<file path="config.mk">
export PLATFORM = sky130hd
export DESIGN_NAME = pwr_up_seq_flat
export DESIGN_NICKNAME = d
export VERILOG_FILES = /design/src/rtl/pwr_up_seq_if.sv /design/src/rtl/pwr_up_seq.sv /design/src/flat_wrapper.sv
export SDC_FILE = /design/constraint.sdc
export NUM_CORES = 1
export LEC_CHECK = 0
export CAP_MARGIN = 10
export CORE_UTILIZATION = 63
export CTS_BUF_LIST = sky130_fd_sc_hd__clkbuf_8 sky130_fd_sc_hd__clkbuf_16
export DETAILED_ROUTE_END_ITERATION = 10
export GPL_ROUTABILITY_DRIVEN = 0
export PLACE_DENSITY = 0.95
export SLEW_MARGIN = 5
export SYNTH_ARGS = -nofsm -noshare
export SYNTH_HDL_FRONTEND = slang
export SYNTH_SLANG_ARGS = --single-unit
</file>
<file path="constraint.sdc">
create_clock -name clk -period 4.5 [get_ports clk]
set_input_delay 0.675 -clock clk [delete_from_list [all_inputs] [get_ports clk]]
set_output_delay 0.675 -clock clk [all_outputs]
set_load 0.03 [all_outputs]
</file>
<file path="src/rtl/pwr_up_seq_if.sv">
// Sequencer handshake bundle: power-down request and sensor ready in, sub-system
// reset/enable controls and status out.
interface pwr_up_seq_if;
  logic pwr_off;
  logic sns_rdy;
  logic sns_rst_n;
  logic ctrl_rst_n;
  logic mtr_en;
  logic seq_done;
  logic seq_fault;

  // master: the side that requests power state and sees the resets
  modport master (
    output pwr_off,
    output sns_rdy,
    input  sns_rst_n,
    input  ctrl_rst_n,
    input  mtr_en,
    input  seq_done,
    input  seq_fault
  );

  // slave: the sequencer itself
  modport slave (
    input  pwr_off,
    input  sns_rdy,
    output sns_rst_n,
    output ctrl_rst_n,
    output mtr_en,
    output seq_done,
    output seq_fault
  );
endinterface

</file>
<file path="src/rtl/pwr_up_seq.sv">
// Power-up/down sequencer: releases sensor, controller, motor in order and tears
// them down in reverse; sensor-init timeout or loss of sensor ready latches FAULT.
module pwr_up_seq #(
  parameter int unsigned CNT_W    = 20,
  parameter int unsigned STG_DLY  = 4,
  parameter int unsigned INIT_TMO = 16
) (
  input logic         clk,
  input logic         rst_n,
  pwr_up_seq_if.slave bus
);

  localparam logic [3:0] IDLE     = 4'd0;
  localparam logic [3:0] SNS_REL  = 4'd1;
  localparam logic [3:0] SNS_WAIT = 4'd2;
  localparam logic [3:0] CTRL_REL = 4'd3;
  localparam logic [3:0] RUN      = 4'd4;
  localparam logic [3:0] SHD_CTRL = 4'd5;
  localparam logic [3:0] SHD_SNS  = 4'd6;
  localparam logic [3:0] OFF      = 4'd7;
  localparam logic [3:0] FAULT    = 4'd8;

  localparam logic [CNT_W-1:0] STG_LAST = CNT_W'(STG_DLY - 1);
  localparam logic [CNT_W-1:0] TMO_LAST = CNT_W'(INIT_TMO - 1);

  logic [3:0]       state_q, state_d;
  logic [CNT_W-1:0] cnt_q, cnt_d;
  logic             stg_done, tmo_done, timed;

  assign stg_done = (cnt_q == STG_LAST);
  assign tmo_done = (cnt_q == TMO_LAST);

  always_comb begin
    timed = 1'b0;
    case (state_q)
      SNS_REL, SNS_WAIT, CTRL_REL, SHD_CTRL, SHD_SNS: timed = 1'b1;
      default:                                        timed = 1'b0;
    endcase
  end

  // Within each state the if/else order is the transition priority.
  always_comb begin
    state_d = state_q;
    case (state_q)
      IDLE: begin
        if (!bus.pwr_off) state_d = SNS_REL;
      end
      SNS_REL: begin
        if (bus.pwr_off)   state_d = SHD_SNS;
        else if (stg_done) state_d = SNS_WAIT;
      end
      SNS_WAIT: begin
        if (bus.pwr_off)      state_d = SHD_SNS;
        else if (bus.sns_rdy) state_d = CTRL_REL;
        else if (tmo_done)    state_d = FAULT;
      end
      CTRL_REL: begin
        if (bus.pwr_off)   state_d = SHD_CTRL;
        else if (stg_done) state_d = RUN;
      end
      RUN: begin
        if (bus.pwr_off)       state_d = SHD_CTRL;
        else if (!bus.sns_rdy) state_d = FAULT;
      end
      SHD_CTRL: begin
        if (stg_done) state_d = SHD_SNS;
      end
      SHD_SNS: begin
        if (stg_done) state_d = OFF;
      end
      OFF: begin
        if (!bus.pwr_off) state_d = IDLE;
      end
      FAULT:   state_d = FAULT;
      default: state_d = FAULT;
    endcase
  end

  // Counter saturates rather than wrapping if a state ever overstays.
  always_comb begin
    cnt_d = cnt_q;
    if (state_d != state_q) begin
      cnt_d = '0;
    end else if (timed && (cnt_q != {CNT_W{1'b1}})) begin
      cnt_d = cnt_q + 1'b1;
    end
  end

  always_ff @(posedge clk or negedge rst_n) begin
    if (!rst_n) begin
      state_q <= IDLE;
      cnt_q   <= '0;
    end else begin
      state_q <= state_d;
      cnt_q   <= cnt_d;
    end
  end

  logic sns_rst_n, ctrl_rst_n, mtr_en, seq_done, seq_fault;

  always_comb begin
    sns_rst_n  = 1'b0;
    ctrl_rst_n = 1'b0;
    mtr_en     = 1'b0;
    seq_done   = 1'b0;
    seq_fault  = 1'b0;
    case (state_q)
      SNS_REL, SNS_WAIT, SHD_SNS: sns_rst_n = 1'b1;
      CTRL_REL, SHD_CTRL: begin
        sns_rst_n  = 1'b1;
        ctrl_rst_n = 1'b1;
      end
      RUN: begin
        sns_rst_n  = 1'b1;
        ctrl_rst_n = 1'b1;
        mtr_en     = 1'b1;
        seq_done   = 1'b1;
      end
      FAULT:   seq_fault = 1'b1;
      default: ;
    endcase
  end

  assign bus.sns_rst_n  = sns_rst_n;
  assign bus.ctrl_rst_n = ctrl_rst_n;
  assign bus.mtr_en     = mtr_en;
  assign bus.seq_done   = seq_done;
  assign bus.seq_fault  = seq_fault;

endmodule

</file>
<file path="src/flat_wrapper.sv">
// flat-port wrapper written by rule: the top's interface ports become plain ports
module pwr_up_seq_flat 
#(
  parameter int unsigned CNT_W    = 20,
  parameter int unsigned STG_DLY  = 4,
  parameter int unsigned INIT_TMO = 16
)
  (clk, rst_n, bus_pwr_off, bus_sns_rdy, bus_sns_rst_n, bus_ctrl_rst_n, bus_mtr_en, bus_seq_done, bus_seq_fault);
  pwr_up_seq_if bus_i ();
  input logic clk;
  input logic rst_n;
  input wire logic [$bits(bus_i.pwr_off)-1:0] bus_pwr_off;
  input wire logic [$bits(bus_i.sns_rdy)-1:0] bus_sns_rdy;
  output wire logic [$bits(bus_i.sns_rst_n)-1:0] bus_sns_rst_n;
  output wire logic [$bits(bus_i.ctrl_rst_n)-1:0] bus_ctrl_rst_n;
  output wire logic [$bits(bus_i.mtr_en)-1:0] bus_mtr_en;
  output wire logic [$bits(bus_i.seq_done)-1:0] bus_seq_done;
  output wire logic [$bits(bus_i.seq_fault)-1:0] bus_seq_fault;
  assign bus_i.pwr_off = bus_pwr_off;
  assign bus_i.sns_rdy = bus_sns_rdy;
  assign bus_sns_rst_n = bus_i.sns_rst_n;
  assign bus_ctrl_rst_n = bus_i.ctrl_rst_n;
  assign bus_mtr_en = bus_i.mtr_en;
  assign bus_seq_done = bus_i.seq_done;
  assign bus_seq_fault = bus_i.seq_fault;
  pwr_up_seq #(.CNT_W(CNT_W), .STG_DLY(STG_DLY), .INIT_TMO(INIT_TMO)) u_core (.clk(clk), .rst_n(rst_n), .bus(bus_i));
endmodule
</file>
Word level (Yosys, flattened, before mapping) --
Index checks and enable logic that the tools add are counted.
Storage, ports and cells: register bits 24, logic and storage cells 42
Cells by class: add/sub/neg operators 1, equality and inequality tests 12, multiplexer cells 21, reduce and logical (&&, ||, !) cells 6
Operator list (count):
- 2-to-1 mux 4 bit | 13
- 2-to-1 mux 20 bit | 2
- case mux 4 bit (8 select lines) | 1
- adder 20 x 1 -> 20 bit, second input constant | 1
- equality test 20 x 2 -> 1 bit, second input constant | 1
- equality test 20 x 4 -> 1 bit, second input constant | 1
- != test 20 bit, second input constant | 1
- equality test 4 x 3 -> 1 bit, second input constant | 4
- equality test 4 x 2 -> 1 bit, second input constant | 2
- OR reduction 6 bit | 1
- 2-to-1 mux 1 bit | 5
- OR reduction 5 bit | 1
- equality test 4 x 1 -> 1 bit, second input constant | 1
- equality test 4 bit, second input constant | 1
- zero test 4 bit | 1
- != test 4 bit | 1
- OR reduction 3 bit | 1
- nonzero test 2 bit | 1
- logical AND 1 bit | 1

Depth between registers and ports, before layout --
Gate-level depths: netlist (run 1).
depth after elaboration 7, mapped depth 9, gate-level depth less buffers 8

Worst setup path after synthesis (run 1) --
OpenSTA, ideal clock, no wires.
kind register to register, start point register u_core.cnt_q[0], end point register u_core.cnt_q[16], arrival time 2360 ps, required time 4420 ps, slack 2060 ps, stages on the path, launching flop included 9, clock period less this slack 2440 ps, cells stage by stage dfrtp_1 > ha_1 > nor3b_1 > a21oi_2 > a22o_1 > or3_1 > a2111o_1 > buf_6 > nor3_2
On the way: longest elaborated chain between the ends 7, elaborated cells between the ends (all ways) 19, classes of those cells add/sub: 1; eq/ne: 4; mux: 12; reduce/logical: 2
RTL lines:
- start, declared | line pwr_up_seq.sv:27 | logic [CNT_W-1:0] cnt_q, cnt_d;
- start signal, assigned | line pwr_up_seq.sv:95 | cnt_q <= cnt_d;
- equality test 20 x 4 -> 1 bit | line pwr_up_seq.sv:31 | assign tmo_done = (cnt_q == TMO_LAST);
- 2-to-1 mux 4 bit | line pwr_up_seq.sv:55 | else if (tmo_done) state_d = FAULT;
- 2-to-1 mux 4 bit | line pwr_up_seq.sv:54 | else if (bus.sns_rdy) state_d = CTRL_REL;
- 2-to-1 mux 4 bit | line pwr_up_seq.sv:53 | if (bus.pwr_off) state_d = SHD_SNS;
- case mux 4 bit (8 select lines) | line pwr_up_seq.sv:44 | case (state_q)
- != test 4 bit | line pwr_up_seq.sv:82 | if (state_d != state_q) begin
- 2-to-1 mux 20 bit / nonzero test 2 bit (equally long branches)
Several ways; a longest one is shown, not always the timed one. The select of a mux whose other input is x is not followed. A chain may end at the register's enable or synchronous reset.

Worst setup path after layout (run 1) --
start point register u_core.cnt_q[0], end point register u_core.cnt_q[16]
On the way: longest elaborated chain between the ends 7, elaborated cells between the ends (all ways) 19, classes of those cells add/sub: 1; eq/ne: 4; mux: 12; reduce/logical: 2
RTL lines:
- equality test 20 x 4 -> 1 bit | line pwr_up_seq.sv:31
- 2-to-1 mux 4 bit | line pwr_up_seq.sv:55
- 2-to-1 mux 4 bit | line pwr_up_seq.sv:54
- 2-to-1 mux 4 bit | line pwr_up_seq.sv:53
- case mux 4 bit (8 select lines) (*) | line pwr_up_seq.sv:44
- named net u_core.state_d[0] | line pwr_up_seq.sv:26 | logic [3:0] state_q, state_d;
- != test 4 bit (*) | line pwr_up_seq.sv:82
- 2-to-1 mux 20 bit / nonzero test 2 bit (equally long branches)
The timed path passes the listed nets; every way through them passes the cells marked *. The select of a mux whose other input is x is not followed.

==> results.json, run 1 <==
{
  "postPlaceCellArea_um2": 1619,
  "timing_max_transition_violations_final": 0,
  "start_util": 0.6844,
  "outcome": "complete, no violations",
  "p_comb_frac": 0.454,
  "finalWirelength_mm": 3.562,
  "postCtsHoldBufs": 0,
  "cts.sink_count": 24,
  "drc": 0,
  "timing.setup.tns_ns": 0,
  "synthesis.nets": 192,
  "ctsResizeCount": 0,
  "cp_common_cell": "sky130_fd_sc_hd__a2bb2oi_1",
  "slew_headroom": 0.2916,
  "area_growth_syn_to_layout_pct": 7.470,
  "synth.lib_cells_used.distinct": 40,
  "cap_viol_max_count": 0,
  "netlist_area_um2": 1558,
  "ant_nets": 0,
  "final_min_period_over_clock_period": 0.7065,
  "ctsHtreeMaxLevel": 1,
  "worstPathBufferInverterCount": 0,
  "yosysSeqAreaShare": 0.3855,
  "worstReg2RegEnd": "u_core.cnt_q[16]",
  "global_route.overflow_total": 0,
  "cp.arrival_ns": 3.37,
  "regToRegSetupSlack_ns": 1.32,
  "p_total_mw": 0.8033,
  "crit_path_top_delay_cell": "sky130_fd_sc_hd__a2111o_1",
  "maximum_number_of_pins_on_one_net_before_global_route_repair": 25,
  "grt_first_pass_wirelength_mm": 5.975,
  "p_seq_frac": 0.363,
  "internal-power_mw": 0.4454,
  "io_buffer_count": 8,
  "synth-seq-cells": 24,
  "yosys_warnings": 0,
  "timing.critical_path.from_type": "flip-flop",
  "worst_path_clk_slew_ns": 0.09,
  "required_ns": 4.69,
  "top_level_ports": 9,
  "detail_route.iter0.violations": 51,
  "vdd_ir_drop_max_mv": 0.3676,
  "detail_route.vias_per_cell": 6.373,
  "grt_pass1_vias": 1346,
  "finalHoldWorstSlack_ns": 0.5938,
  "avgSynthCellArea_um2": 8.330,
  "timing.final.crit_period_ns": 3.179,
  "cts_setup_buffers": 0,
  "die_height_um": 51.73,
  "number_of_antenna_violations_at_the_first_check_in_global_routing": 0,
  "tightestPinTransition_ns": 1.059,
  "cpLargestDelayFamily": "compound AO/OA/AOI/OAI gates",
  "die-area_um2": 2675,
  "maximum_count_of_clock_buffers_along_a_single_path": 2,
  "chipWidth_um": 51.73,
  "antenna_cells": 0,
  "hold_class": "reg -> reg",
  "setup_skew_after_layout_ns": 0.009357,
  "setup.worst_path.end_class": "flip-flop",
  "r2r-start": "u_core.cnt_q[0]",
  "total_power_divided_by_cell_area_nw_per_um2": 479.9,
  "swShare": 0.4455,
  "cp-endpoint": "u_core.cnt_q[16]",
  "cellLeakagePower_nw": 0.6531,
  "critical_path.cell_chain": "ha_1 -> nor3b_1 -> a2bb2oi_1 -> a2bb2oi_1 -> o211ai_1 -> xor2_1 -> a2111o_1 -> nor3_2",
  "clkLatencyLatePin_ns": 0.27,
  "place.detailed.hpwl_mm": 2.440,
  "criticalPathCategory": "reg -> reg",
  "groute.usage.overall": 0.3080,
  "finalInstanceArea_um2": 1674,
  "final_hold_viol_count": 0,
  "cts_root_buffer": "sky130_fd_sc_hd__clkbuf_8",
  "post_route_cells_drive_above_1_share": 0.05820,
  "critPathMaxFanout": 20,
  "clock_power_share": 0.182,
  "syn-instance-count": 187,
  "delay_of_the_slowest_cell_on_the_worst_path_ns": 0.63,
  "rsz0062_at_grt": "false",
  "startpoint": "u_core.cnt_q[0]",
  "tritoncts_clock_tree": "done",
  "max_clock_freq_mhz": 314.5,
  "fp-row-count": 17,
  "finalSetupViolations": 0,
  "drt-pass1-iter-count": 4,
  "drt-wirelength-per-cell_um": 16.41,
  "cts_made_buffers": 3,
  "floorplan.core_area_um2": 2276,
  "worst_r2r_path_cells": 8,
  "final_net_count": 195,
  "crit_cells": 8,
  "num_vias": 1383,
  "postLayoutCoreUtil": 0.7356,
  "p_switching_mw": 0.3579
}
[area by class of cell]
cell class	instances	area [um^2]
multi-input cells	148	884.6
fillers	167	601.8
flip-flops and latches	24	600.6
repair buffers	8	80.08
clock buffers	4	55.05
well taps	28	35.03
inverters	5	18.77
[sequential cells by signal, indices dropped and copies added (netlist names)]
register,count
u_core.cnt_q,20
u_core.state_q,4
[layout by cell type, fill, tap and decap left out, types with 4 or more instances in the layout]
cell type | netlist | final
sky130_fd_sc_hd__nor4_1 | 9 | 9
sky130_fd_sc_hd__nand2_1 | 19 | 19
sky130_fd_sc_hd__o21ai_0 | 4 | 4
sky130_fd_sc_hd__nand2b_1 | 4 | 4
sky130_fd_sc_hd__dfrtp_1 | 24 | 24
sky130_fd_sc_hd__inv_1 | 5 | 5
sky130_fd_sc_hd__nor2_1 | 26 | 26
sky130_fd_sc_hd__and3_1 | 5 | 5
sky130_fd_sc_hd__a21oi_1 | 7 | 7
sky130_fd_sc_hd__clkdlybuf4s50_1 | 0 | 8
sky130_fd_sc_hd__xor2_1 | 11 | 11
sky130_fd_sc_hd__nand3_1 | 9 | 9
sky130_fd_sc_hd__clkbuf_8 | 0 | 4
sky130_fd_sc_hd__nor3_1 | 10 | 10
sky130_fd_sc_hd__nand4_1 | 5 | 5
sky130_fd_sc_hd__xnor2_1 | 6 | 6
[metrics by stage]
step | cells | setup WS, ns
3_3_place_gp | 213 | 1.466
2_1_floorplan | 187 | 2.060
3_5_place_dp | 213 | 1.360
6_report | 217 | 1.321
5_1_grt | 217 | 1.105
4_1_cts | 217 | 1.423
[per-layer routing]
| metal | routed length (um) | vias up | track usage |
|---|---|---|---|
| met5 | 0 | - | 0 |
| met4 | 62 | 0 | 0.1261 |
| met3 | 160 | 7 | 0.04094 |
| met2 | 1813 | 53 | 0.5455 |
| met1 | 1526 | 662 | 0.3748 |
| li1 | - | 661 | - |
[synthesized netlist by cell type, drive strengths merged]
master   count  area (um^2)
buf          4        31.27
and4         1        8.760
or2          2        12.51
nor4b        1        8.760
nand3        9        45.04
nor2b        1        6.260
nor3b        2        15.01
a211oi       1        12.51
and3         5        31.28
nand4        5        31.28
inv          5        18.77
dfrtp       24        600.6
o21ai        5        25.02
nand2       19        71.32
mux2         1        11.26
o41ai        1        8.760
a21oi        9        52.55
nand2b       4        25.02
xnor2        6        52.55
nor2        26        97.59
and4b        1        10.01
xor2        11        96.34
nor3        11        60.06
a22o         1        8.760
clkbuf       6        22.52
a31oi        1        6.260
nand4b       1        8.760
nor4         9        56.30
o211ai       2        15.01
mux2i        2        20.02
ha           1        12.51
and2         3        18.77
a2111o       1        11.26
or3          3        18.77
a2bb2oi      3        26.28
[worst reg2reg max path: stages (launching register included)]
cell                        delay [ns]
sky130_fd_sc_hd__dfrtp_1          0.41
sky130_fd_sc_hd__ha_1             0.29
sky130_fd_sc_hd__nor3b_1          0.62
sky130_fd_sc_hd__a2bb2oi_1        0.24
sky130_fd_sc_hd__a2bb2oi_1        0.26
sky130_fd_sc_hd__o211ai_1         0.20
sky130_fd_sc_hd__xor2_1           0.18
sky130_fd_sc_hd__a2111o_1         0.63
sky130_fd_sc_hd__nor3_2           0.26
[power groups by stage]
stage / clock network [mW] / registers [mW] / logic, mW
finish: 0.147 / 0.292 / 0.365
global route: 0.154 / 0.299 / 0.403
detailed placement: 0 / 0.294 / 0.362
floorplan: 0 / 0.253 / 0.346
CTS: 0.149 / 0.291 / 0.364
global placement: 0 / 0.291 / 0.349
[worst min-delay path by stage]
stage,from,to,slack (ns),cells after the start
2_1_floorplan,rst_n,u_core.cnt_q[0],0.38,0
3_3_place_gp,u_core.cnt_q[1],u_core.cnt_q[1],0.55,2
3_5_place_dp,u_core.cnt_q[1],u_core.cnt_q[1],0.57,2
4_1_cts,u_core.cnt_q[1],u_core.cnt_q[1],0.60,2
5_1_grt,u_core.cnt_q[1],u_core.cnt_q[1],0.63,2
6_report,u_core.cnt_q[1],u_core.cnt_q[1],0.59,2
[logic make-up (layout without fill, tap and decap cells)]
logic type / count (synthesis) / in the layout / synth area share
xor gates and xnor gates: 17 / 17 / 0.09558
AOI/OAI and AO/OA: 24 / 24 / 0.1068
and+or+nand+nor: 103 / 103 / 0.3373
DFF: 24 / 24 / 0.3855
buffers and inverters: 15 / 17 / 0.04658
muxes: 3 / 3 / 0.02008
adders and majority gates: 1 / 1 / 0.008031
No activity file was read; power rests on OpenSTA's default activity.
==> inputs of run 2 (changes only) <==
CORE_UTILIZATION = 53   (was 63)
PLACE_DENSITY = 0.87   (was 0.95)
clock period = 2.7 ns   (was 4.5 ns; I/O delays follow)
==> run 2 against run 1 <==
Total power grew 67%. Sequential power up 67%. Critical path depth up 1. Clock-buffer cell count shrank 1. Worst setup slack got worse by 1.2 ns. Critical endpoint unchanged. Clock skew shrank 0.0044 ns. Highest routed layer unchanged. Cell count up 4.6%. Register-to-register slack worse by 1.2 ns. Critical path type unchanged. Combinational power is 77% higher. First-iteration DRC count shrank 2.0%.
==> results.json, run 2 (same netlist as run 1, synthesis figures left out) <==
{
  "r2r-start": "u_core.cnt_q[16]",
  "finalSetupViolations": 0,
  "reg_top3": "u_core.cnt_q x20, u_core.state_q x4",
  "worst_r2r_path_cells": 9,
  "criticalPathCategory": "reg -> reg",
  "antenna_cells": 0,
  "drt-pass1-iter-count": 4,
  "layout_common_cells": "26 x sky130_fd_sc_hd__nor2_1, 24 x sky130_fd_sc_hd__dfrtp_1, 19 x sky130_fd_sc_hd__nand2_1",
  "registers.top_by_ff_count": "u_core.cnt_q",
  "worst_path_clk_slew_ns": 0.08,
  "vdd_ir_drop_max_mv": 0.6872,
  "maximum_number_of_pins_on_one_net_before_global_route_repair": 25,
  "post_route_cells_drive_above_1_share": 0.1276,
  "outcome": "complete, no violations",
  "number_of_antenna_violations_at_the_first_check_in_global_routing": 0,
  "drt-wirelength-per-cell_um": 15.79,
  "number_of_flip_flops_in_the_largest_register": 20,
  "fp-row-count": 19,
  "die-area_um2": 3160,
  "cts_root_buffer": "sky130_fd_sc_hd__clkbuf_8",
  "required_ns": 2.89,
  "finalWirelength_mm": 3.584,
  "tritoncts_clock_tree": "done",
  "tightestPinTransition_ns": 0.7219,
  "floorplan.core_area_um2": 2781,
  "layout.cells.most_common": "sky130_fd_sc_hd__nor2_1",
  "setup.worst_path.end_class": "flip-flop",
  "grt_first_pass_wirelength_mm": 6.078,
  "timing.final.crit_period_ns": 2.606,
  "timing_max_transition_violations_final": 0,
  "cp.arrival_ns": 2.79,
  "worstReg2RegEnd": "u_core.cnt_q[16]",
  "cts.sink_count": 24,
  "regToRegSetupSlack_ns": 0.09,
  "ctsHtreeMaxLevel": 1,
  "place.detailed.hpwl_mm": 2.430,
  "drc": 0,
  "groute.usage.overall": 0.2435,
  "clkLatencyLatePin_ns": 0.27,
  "finalHoldWorstSlack_ns": 0.4931,
  "timing.critical_path.from_type": "flip-flop",
  "global_route.overflow_total": 0,
  "top_level_ports": 9,
  "p_total_mw": 1.344,
  "final_hold_viol_count": 0,
  "cts_made_buffers": 3,
  "detail_route.vias_per_cell": 6.278,
  "ant_nets": 0,
  "max_clock_freq_mhz": 383.8,
  "final_min_period_over_clock_period": 0.9650,
  "postCtsHoldBufs": 0,
  "cap_viol_max_count": 0,
  "num_vias": 1425,
  "die_height_um": 56.22,
  "cellLeakagePower_nw": 0.6858,
  "chipWidth_um": 56.22,
  "maximum_count_of_clock_buffers_along_a_single_path": 2,
  "hold_class": "in -> async",
  "detail_route.iter0.violations": 50,
  "critPathMaxFanout": 20,
  "io_buffer_count": 8,
  "grt_pass1_vias": 1377,
  "slew_headroom": 0.5143,
  "area_growth_syn_to_layout_pct": 12.85,
  "start_util": 0.5601,
  "setup_skew_after_layout_ns": 0.005001,
  "total_power_divided_by_cell_area_nw_per_um2": 764.4,
  "final_net_count": 203
}
run 2: cell count changes in the layout (fill, tap and decap cells not counted), sizes merged:
| cell | delta |
|---|---|
| clkbuf | -1 |
| buf | +8 |
run 2: per-stage QoR:
step	instance area, um^2	utilization	TNS [ns]	setup slack, ns	cells
finish	1758	0.6320	0	0.09438	227
global route	1758	0.6320	-0.005086	-0.005086	227
CTS	1717	0.6172	0	0.08381	226
detailed placement	1675	0.6023	0	0.09216	223
global placement	1675	0.6023	0	0.2083	223
floorplan	1558	-	0	0.2596	187
run 2: where the power goes:
group | switching, mW | internal [mW]
registers | 0.0974 | 0.391
logic | 0.396 | 0.250
clock network | 0.109 | 0.0998
run 2: critical path, cell delays in order, from the launching register on:
cell	delay [ns]
sky130_fd_sc_hd__dfrtp_1	0.44
sky130_fd_sc_hd__nor4_2	0.34
sky130_fd_sc_hd__and4_4	0.29
sky130_fd_sc_hd__buf_4	0.13
sky130_fd_sc_hd__mux2i_2	0.22
sky130_fd_sc_hd__o211ai_1	0.17
sky130_fd_sc_hd__xor2_1	0.17
sky130_fd_sc_hd__a2111o_1	0.35
sky130_fd_sc_hd__buf_4	0.21
sky130_fd_sc_hd__nor3_2	0.19
run 2: cell type report:
| cell class | instances | area, um^2 |
|---|---|---|
| inverter | 5 | 18.77 |
| tap | 31 | 38.79 |
| timing repair buffer | 16 | 140.1 |
| clock buffer | 3 | 41.29 |
| multi-input combinational | 148 | 918.4 |
| fill | 222 | 1023 |
| sequential | 24 | 600.6 |
run 2: worst max path at each step:
| stage | endpoint | startpoint | cells after the start | slack, ns |
|---|---|---|---|---|
| after detailed placement | u_core.cnt_q[16] | u_core.cnt_q[12] | 9 | 0.09 |
| after global placement | u_core.cnt_q[16] | u_core.cnt_q[12] | 8 | 0.21 |
| after floorplan | u_core.cnt_q[16] | u_core.cnt_q[0] | 8 | 0.26 |
| final | u_core.cnt_q[16] | u_core.cnt_q[16] | 9 | 0.09 |
| after CTS | u_core.cnt_q[16] | u_core.cnt_q[12] | 9 | 0.08 |
| after global routing | u_core.cnt_q[16] | u_core.cnt_q[16] | 9 | -0.005 |
run 2: routing by layer:
layer  wire length, um  vias to the layer above  track usage
li1                  -                      677            -
met1              1542                      686       0.3102
met2              1822                       55       0.4218
met3               169                        7      0.02791
met4                49                        0      0.09408
met5                 0                        -            0
run 2: repair_timing:
item | 4_1_cts | 5_1_grt
gates resized for setup | 0 | 8
setup endpoints to repair | 0 | 14
buffers inserted | 0 | 1
==> inputs of run 3 (changes only) <==
PLACE_DENSITY = 0.74   (was 0.87)
==> run 3 against run 2 <==
Worst hold slack got worse by 0.0093 ns. Sequential share of layout area fell by 0.097 points. Worst setup slack got worse by 0.0073 ns. Flip-flop and latch count did not move. Largest power group unchanged. Highest routed layer unchanged.
==> results.json, run 3 (same netlist as run 1, synthesis figures left out) <==
{
  "r2r-start": "u_core.cnt_q[4]",
  "worst_path_clk_slew_ns": 0.08,
  "floorplan.core_area_um2": 2781,
  "filler_cell_count": 240,
  "timing.setup.tns_ns": 0,
  "detail_route.vias_per_cell": 6.201,
  "p_switching_mw": 0.6118,
  "start_util": 0.5601,
  "p_comb_frac": 0.496,
  "clkLatencyLatePin_ns": 0.27,
  "die-area_um2": 3160,
  "ctsHtreeMaxLevel": 1,
  "top_level_ports": 9,
  "final_net_count": 205,
  "final_hold_viol_count": 0,
  "critPathMaxFanout": 9,
  "tritoncts_clock_tree": "done",
  "drt-pass1-iter-count": 4,
  "maximum_count_of_clock_buffers_along_a_single_path": 2,
  "setup.worst_path.end_class": "flip-flop",
  "chipWidth_um": 56.22,
  "tightestPinTransition_ns": 0.6428,
  "startpoint": "u_core.cnt_q[4]",
  "number_of_flip_flops_in_the_largest_register": 20,
  "maximum_number_of_pins_on_one_net_before_global_route_repair": 25,
  "reg_top3": "u_core.cnt_q x20, u_core.state_q x4",
  "internal-power_mw": 0.7793,
  "vdd_ir_drop_max_mv": 0.8831,
  "grt_first_pass_wirelength_mm": 5.899,
  "final_min_period_over_clock_period": 0.9678,
  "layout.cells.most_common": "sky130_fd_sc_hd__nor2_1",
  "num_vias": 1420,
  "cellLeakagePower_nw": 0.7016,
  "total_power_divided_by_cell_area_nw_per_um2": 789.1,
  "max_clock_freq_mhz": 382.7,
  "clock_power_share": 0.153,
  "number_of_antenna_violations_at_the_first_check_in_global_routing": 0,
  "ant_nets": 0,
  "rsz0062_at_grt": "false",
  "grt_pass1_vias": 1343,
  "outcome": "complete, no violations",
  "fp-row-count": 19,
  "place.detailed.hpwl_mm": 2.453,
  "timing.final.crit_period_ns": 2.613,
  "cts_made_buffers": 3,
  "required_ns": 2.90,
  "antenna_cells": 0,
  "timing_max_transition_violations_final": 0,
  "swShare": 0.4398,
  "drc": 0,
  "die_height_um": 56.22,
  "postCtsHoldBufs": 0,
  "registers.top_by_ff_count": "u_core.cnt_q",
  "cts.sink_count": 24,
  "cap_viol_max_count": 0,
  "hold_class": "in -> async",
  "ctsResizeCount": 0,
  "post_route_cells_drive_above_1_share": 0.1263,
  "cts_setup_buffers": 0,
  "area_growth_syn_to_layout_pct": 13.17,
  "layout_common_cells": "26 x sky130_fd_sc_hd__nor2_1, 24 x sky130_fd_sc_hd__dfrtp_1, 19 x sky130_fd_sc_hd__nand2_1",
  "worst_r2r_path_cells": 8,
  "setup_skew_after_layout_ns": 0.001416,
  "cts_root_buffer": "sky130_fd_sc_hd__clkbuf_8",
  "finalHoldWorstSlack_ns": 0.4838,
  "cp.arrival_ns": 2.81,
  "criticalPathCategory": "reg -> reg",
  "global_route.overflow_total": 0,
  "finalSetupViolations": 0,
  "groute.usage.overall": 0.2427,
  "p_seq_frac": 0.351,
  "drt-wirelength-per-cell_um": 14.66,
  "detail_route.iter0.violations": 47,
  "timing.critical_path.from_type": "flip-flop",
  "slew_headroom": 0.5682,
  "io_buffer_count": 8,
  "finalWirelength_mm": 3.357
}
run 3: cell types whose count changed in the layout (fill, tap and decap cells not counted), sizes merged:
cell	delta
buf	+2
run 3: metrics by stage:
stage / util / cell area (um^2) / setup slack [ns] / power, mW / std cells
after detailed placement: 0.6104 / 1698 / 0.06919 / 1.185 / 226
after floorplan: - / 1558 / 0.2596 / 0.9977 / 187
final: 0.6338 / 1763 / 0.08707 / 1.391 / 229
after CTS: 0.6253 / 1739 / 0.04121 / 1.396 / 229
after global placement: 0.6104 / 1698 / 0.1172 / 1.163 / 226
after global routing: 0.6338 / 1763 / 0.002571 / 1.494 / 229
run 3: power groups by stage:
stage / clock network [mW] / registers (mW) / logic (mW)
final: 0.213 / 0.488 / 0.690
after global routing: 0.232 / 0.501 / 0.762
after CTS: 0.219 / 0.486 / 0.692
after detailed placement: 0 / 0.493 / 0.692
after global placement: 0 / 0.488 / 0.675
after floorplan: 0 / 0.422 / 0.576
run 3: layer usage:
layer	part of all wire	track usage	up-vias
met1	0.45	0.3097	699
li1	-	-	683
met5	0	0	-
met3	0.035	0.03488	7
met4	0.027	0.1359	0
met2	0.49	0.3946	31
run 3: area by class of cell:
class / count / area [um^2] / share of cell area
clock buffers: 3 / 41.29 / 0.02342
flip-flops and latches: 24 / 600.6 / 0.3407
well taps: 31 / 38.79 / 0.02200
multi-input cells: 148 / 908.4 / 0.5153
repair buffers: 18 / 155.1 / 0.08801
inverters: 5 / 18.77 / 0.01065
run 3: path summary, 6_finish.rpt:
kind                                          end  slack, ns
worst min register to register   u_core.cnt_q[15]       0.59
worst max register to register   u_core.cnt_q[16]       0.09
max in group asynchronous        u_core.cnt_q[10]       1.97
worst max-delay path             u_core.cnt_q[16]       0.09
min in group clk                 u_core.cnt_q[15]       0.59
worst min-delay path            u_core.state_q[2]       0.48
run 3: worst max-delay path: stages (launching register included):
cell	delay, ns
sky130_fd_sc_hd__dfrtp_1	0.42
sky130_fd_sc_hd__nor4_1	0.38
sky130_fd_sc_hd__and4_4	0.33
sky130_fd_sc_hd__a21oi_2	0.06
sky130_fd_sc_hd__a22o_1	0.25
sky130_fd_sc_hd__or3_1	0.30
sky130_fd_sc_hd__a2111o_1	0.44
sky130_fd_sc_hd__buf_4	0.19
sky130_fd_sc_hd__nor3_2	0.17
